**src/rtl/bcd_pkg.sv**
```systemverilog
`default_nettype none
// ============================================================================
// Module   : bcd_pkg
// Purpose  : Shared BCD digit type, digit limits and load clamp helper.
// Revision : 1.0 - initial release
// ============================================================================
package bcd_pkg;

  typedef logic [3:0] bcd_digit_t;

  localparam bcd_digit_t BCD_MAX = 4'd9;
  localparam bcd_digit_t BCD_MIN = 4'd0;

  // Any nibble above 9 is not a decimal digit; saturate it to 9.
  function automatic bcd_digit_t bcd_clamp(input bcd_digit_t d);
    return (d > BCD_MAX) ? BCD_MAX : d;
  endfunction

endpackage : bcd_pkg
`default_nettype wire

```
**src/rtl/bcd_digit.sv**
```systemverilog
`default_nettype none
// ============================================================================
// Module   : bcd_digit
// Purpose  : One BCD decade with clear, clamped load and up/down step.
//            Rolls over 9->0 going up and 0->9 going down; the parent decides
//            when a step is allowed (carry/borrow chain and saturation).
// Revision : 1.0 - initial release
// ============================================================================
module bcd_digit
  import bcd_pkg::*;
(
  input  logic       clk,
  input  logic       reset,
  input  logic       step,
  input  logic       up,
  input  logic       load,
  input  logic       clear,
  input  bcd_digit_t din,
  output bcd_digit_t q,
  output logic       at_max,
  output logic       at_min
);

  bcd_digit_t q_q;
  bcd_digit_t q_d;

  // Next digit value: clear beats load, load beats stepping.
  always_comb begin
    q_d = q_q;
    if (clear) begin
      q_d = BCD_MIN;
    end else if (load) begin
      q_d = bcd_clamp(din);
    end else if (step) begin
      if (up) begin
        q_d = (q_q >= BCD_MAX) ? BCD_MIN : q_q + 4'd1;
      end else begin
        q_d = (q_q == BCD_MIN) ? BCD_MAX : q_q - 4'd1;
      end
    end
  end

  // Digit register with synchronous reset to zero.
  always_ff @(posedge clk) begin
    if (reset) begin
      q_q <= BCD_MIN;
    end else begin
      q_q <= q_d;
    end
  end

  assign q      = q_q;
  assign at_max = (q_q == BCD_MAX);
  assign at_min = (q_q == BCD_MIN);

endmodule : bcd_digit
`default_nettype wire

```
**src/rtl/bcd_updown_counter.sv**
```systemverilog
`default_nettype none
// ============================================================================
// Module   : bcd_updown_counter
// Purpose  : DIGITS-decade BCD up/down counter with clear, clamped load,
//            combinational terminal count and a registered wrap/saturate
//            event pulse. WRAP=1 rolls over at the ends, WRAP=0 holds there.
// Revision : 1.0 - initial release
// ============================================================================
module bcd_updown_counter
  import bcd_pkg::*;
#(
  parameter int DIGITS = 2,
  parameter int WRAP   = 1
) (
  input  logic                  clk,
  input  logic                  reset,
  input  logic                  clear,
  input  logic                  load,
  input  logic [4*DIGITS-1:0]   load_val,
  input  logic                  en,
  input  logic                  up,
  output logic [4*DIGITS-1:0]   count,
  output logic                  tc,
  output logic                  event_o
);

  // w_low_max[i] / w_low_min[i]: every digit below i is at 9 / at 0.
  logic [DIGITS:0]   w_low_max;
  logic [DIGITS:0]   w_low_min;
  logic [DIGITS-1:0] w_at_max;
  logic [DIGITS-1:0] w_at_min;
  logic [DIGITS-1:0] w_step;
  logic              w_hold;
  logic              event_q;

  assign w_low_max[0] = 1'b1;
  assign w_low_min[0] = 1'b1;

  // Terminal count only when a real count step is requested at the boundary.
  assign tc = ~reset & en & ~load & ~clear &
              (up ? w_low_max[DIGITS] : w_low_min[DIGITS]);

  // In saturate mode the boundary step is suppressed for all digits.
  assign w_hold = (WRAP == 0) & tc;

  for (genvar i = 0; i < DIGITS; i++) begin : g_digit
    bcd_digit u_digit (
      .clk    (clk),
      .reset  (reset),
      .step   (w_step[i]),
      .up     (up),
      .load   (load),
      .clear  (clear),
      .din    (load_val[4*i +: 4]),
      .q      (count[4*i +: 4]),
      .at_max (w_at_max[i]),
      .at_min (w_at_min[i])
    );

    assign w_step[i]      = en & ~w_hold & (up ? w_low_max[i] : w_low_min[i]);
    assign w_low_max[i+1] = w_low_max[i] & w_at_max[i];
    assign w_low_min[i+1] = w_low_min[i] & w_at_min[i];
  end

  // Event pulse: one cycle after a sampled terminal count.
  always_ff @(posedge clk) begin
    if (reset) begin
      event_q <= 1'b0;
    end else begin
      event_q <= tc;
    end
  end

  assign event_o = event_q;

endmodule : bcd_updown_counter
`default_nettype wire

```
**config.mk**
```make
export PLATFORM = sky130hd
export DESIGN_NAME = bcd_updown_counter
export DESIGN_NICKNAME = d
export VERILOG_FILES = /design/src/rtl/bcd_pkg.sv /design/src/rtl/bcd_digit.sv /design/src/rtl/bcd_updown_counter.sv
export SDC_FILE = /design/constraint.sdc
export NUM_CORES = 1
export LEC_CHECK = 0
export ABC_CLOCK_PERIOD_IN_PS = 1750
export BUFFER_PORTS_ARGS = -buffer_cell sky130_fd_sc_hd__clkbuf_2
export CAP_MARGIN = 20
export CORE_MARGIN = 3
export CORE_UTILIZATION = 30
export DETAILED_ROUTE_END_ITERATION = 10
export REMOVE_ABC_BUFFERS = 1
export SLEW_MARGIN = 20
export SYNTH_ARGS = -nofsm -noshare
export SYNTH_HDL_FRONTEND = slang
export SYNTH_SLANG_ARGS = --single-unit
```
**constraint.sdc**
```tcl
create_clock -name clk -period 1.75 [get_ports clk]
set_clock_uncertainty 0.05 [all_clocks]
set_input_delay 0.0875 -clock clk [delete_from_list [all_inputs] [get_ports clk]]
set_output_delay 0.0875 -clock clk [all_outputs]
set_load 0.01 [all_outputs]
```
==> impl_metrics.ini <==
[placed_design]
dp_hpwl_um = 2050
gp_congestion = 0.829
place_area_um2 = 1180
io_buffer_count = 23

[sta]
slew_viol_final = 0
tightestPinTransition_ns = 0.411
setup_viol = 3
hold_viol = 0
hold_ws_ns = 0.0416
fin_ws_ns = -0.183
rsz0062_at_grt = yes
period_needed_ns = 1.93
max_slew_margin_pct = 72.3
min_period_over_period_pct = 110
fmax_mhz = 517

[routing]
postRouteAntennaNets = 0
first_iter_violations = 48
drt-total-wl_um = 2790
drc = 0
via_per_inst = 5.38
via_count = 1050
drtPass1Iterations = 4
wire_per_inst_um = 14.3

[critical_path]
path_depth = 6
arrival_ns = 1.80
critPathKind = reg2out
endpoint_kind = output port
worstPathRequired_ns = 1.61
path_buf_inv = 2
r2r_cells = 8
crit_fanout = 2
crit_family = simple AND/OR/NAND/NOR gates
critPathLaunchType = flip-flop
cp_slowest_cell = or3b_4
crit_chain = inv_2, ha_4, or3b_4, a211oi_4, nor4b_4, buf_2
slowest_delay_ns = 0.39

[final_layout]
synthToLayoutAreaGrowth_pct = 35.6
n_antenna_cell = 0
fin_nets = 176
final_area_um2 = 1280
drive_gt1_share_pct = 39.9

[logic_synthesis]
ys.flop_type = dfxtp_1
avgSynthCellArea_um2 = 8.15
yosysMostFrequentCell = nand2b_1
synth_top_area_cell = dfxtp_1
synth.area.top_cells = dfxtp_1, ha_1, nand2b_1
synth.top_cell.area_share_pct = 19.0
async_reset_ff_share_pct = 0
syn_inst = 116
synth_edf_count = 0
synth_common_cells = nand2b_1, a21oi_1, dfxtp_1, ha_1, o21ai_0
ys_types = 47
yosys_register_bits = 9
yosysWarnings = 0
synth_area_um2 = 946
synth_seq_area_share_pct = 19.0

[die]
core_area_um2 = 2880
die_area_um2 = 3860
io_pins = 24
die_y_um = 62.2
start_util_pct = 32.9
die_w_um = 62.2
row_count = 19

[clocking]
cts_tree = yes
path_clk_slew_ns = 0.07
numCtsBuffers = 3
clk_latency_ns = 0.27
cts.path.max_buffers = 2
htreeDepth = 1
cts_root_buf = clkbuf_4
clkSinkCount = 9

[grt]
grt_pass1_wl_um = 4440
grt_antenna_before_repair = 0
grt_pass1_vias = 989
grt.overflow.total = 0
grt_max_degree = 19
grt_util_all_layers_pct = 13.8

[hold_path]
min_path_cells = 3
hold_class = in2reg

[run_status]
outcome = finished, violations left
violations = negative setup slack

[job]
cap_violations = 0

[pwr]
finalPower_mw = 0.630
p_per_area_nw_per_um2 = 492
power.leakage_nw = 0.545
vdd_drop_max_v = 0.000222
[sequential cells by signal, summed over array words and instances, names as in the netlist]
signal,cells
g_digit.u_digit.q,8
event_o,1
[through the flow]
stage               worst slack [ns]  setup TNS, ns  std cells  utilization, %
global placement            -0.00833       -0.00833        187            40.9
global route                  -0.272         -0.668        195            44.6
finish                        -0.183         -0.360        195            44.6
CTS                           -0.238         -0.276        192            42.8
detailed placement           0.00151              0        187            40.9
floorplan                     -0.245         -0.432        107               -
[timing repair]
| item | CTS | global route |
|---|---|---|
| buffers inserted | 2 | 3 |
| gates resized for setup | 6 | 9 |
| pin swaps | 3 | 6 |
| setup endpoints to repair | 3 | 6 |
| hold buffers | 0 | 0 |
[worst paths after layout]
check,startpoint,endpoint,slack (ns)
max,g_digit[0].u_digit.q[0],tc,-0.18
min,load_val[2],g_digit[0].u_digit.q[2],0.04
max reg2reg,g_digit[0].u_digit.q[0],g_digit[1].u_digit.q[1],-0.15
min reg2reg,g_digit[1].u_digit.q[2],event_o,0.55
[tightest hold or removal path, stage by stage]
cell and delay, ns:
clkbuf_2 0.09, nand2b_1 0.06, a221oi_1 0.07
[logic make-up after synthesis]
family	after synthesis	synth area share, %
buf+inv	15	7.67
compound gates	48	38.2
flops	9	19.0
simple gates	36	24.5
fa+ha+maj	8	10.6
[power by group]
part	leakage, nW	internal, mW	switching, mW
clock network	0.0150	0.0882	0.0831
logic	0.456	0.113	0.123
registers	0.0743	0.214	0.00960
total	0.545	0.415	0.216
[layer usage]
| metal | vias to the layer above | share of wire, % | global-route usage [%] |
|---|---|---|---|
| met5 | - | 0 | 0 |
| met4 | 0 | 2.1 | 5.25 |
| met3 | 6 | 4.4 | 2.34 |
| met2 | 30 | 49 | 24.1 |
| li1 | 518 | - | - |
| met1 | 496 | 45 | 16.7 |
[cell usage in the layout (no fill, tap or decap), types with 4 or more instances in the layout]
cell	netlist	routed
clkbuf_2	0	22
nand2b_1	10	10
dfxtp_1	9	7
a21oi_1	9	7
nor2_1	7	7
buf_4	0	18
inv_1	6	4
ha_1	8	7
o21ai_0	8	8
a211oi_1	5	5
[final cells by class]
type,instances,area (um^2)
Clock buffer,4,26.3
Tap cell,42,52.6
Sequential cell,9,183
Multi-Input combinational cell,92,737
Fill cell,288,1590
Inverter,6,22.5
Timing Repair Buffer,42,262
Power figures use the tool's default switching activity.
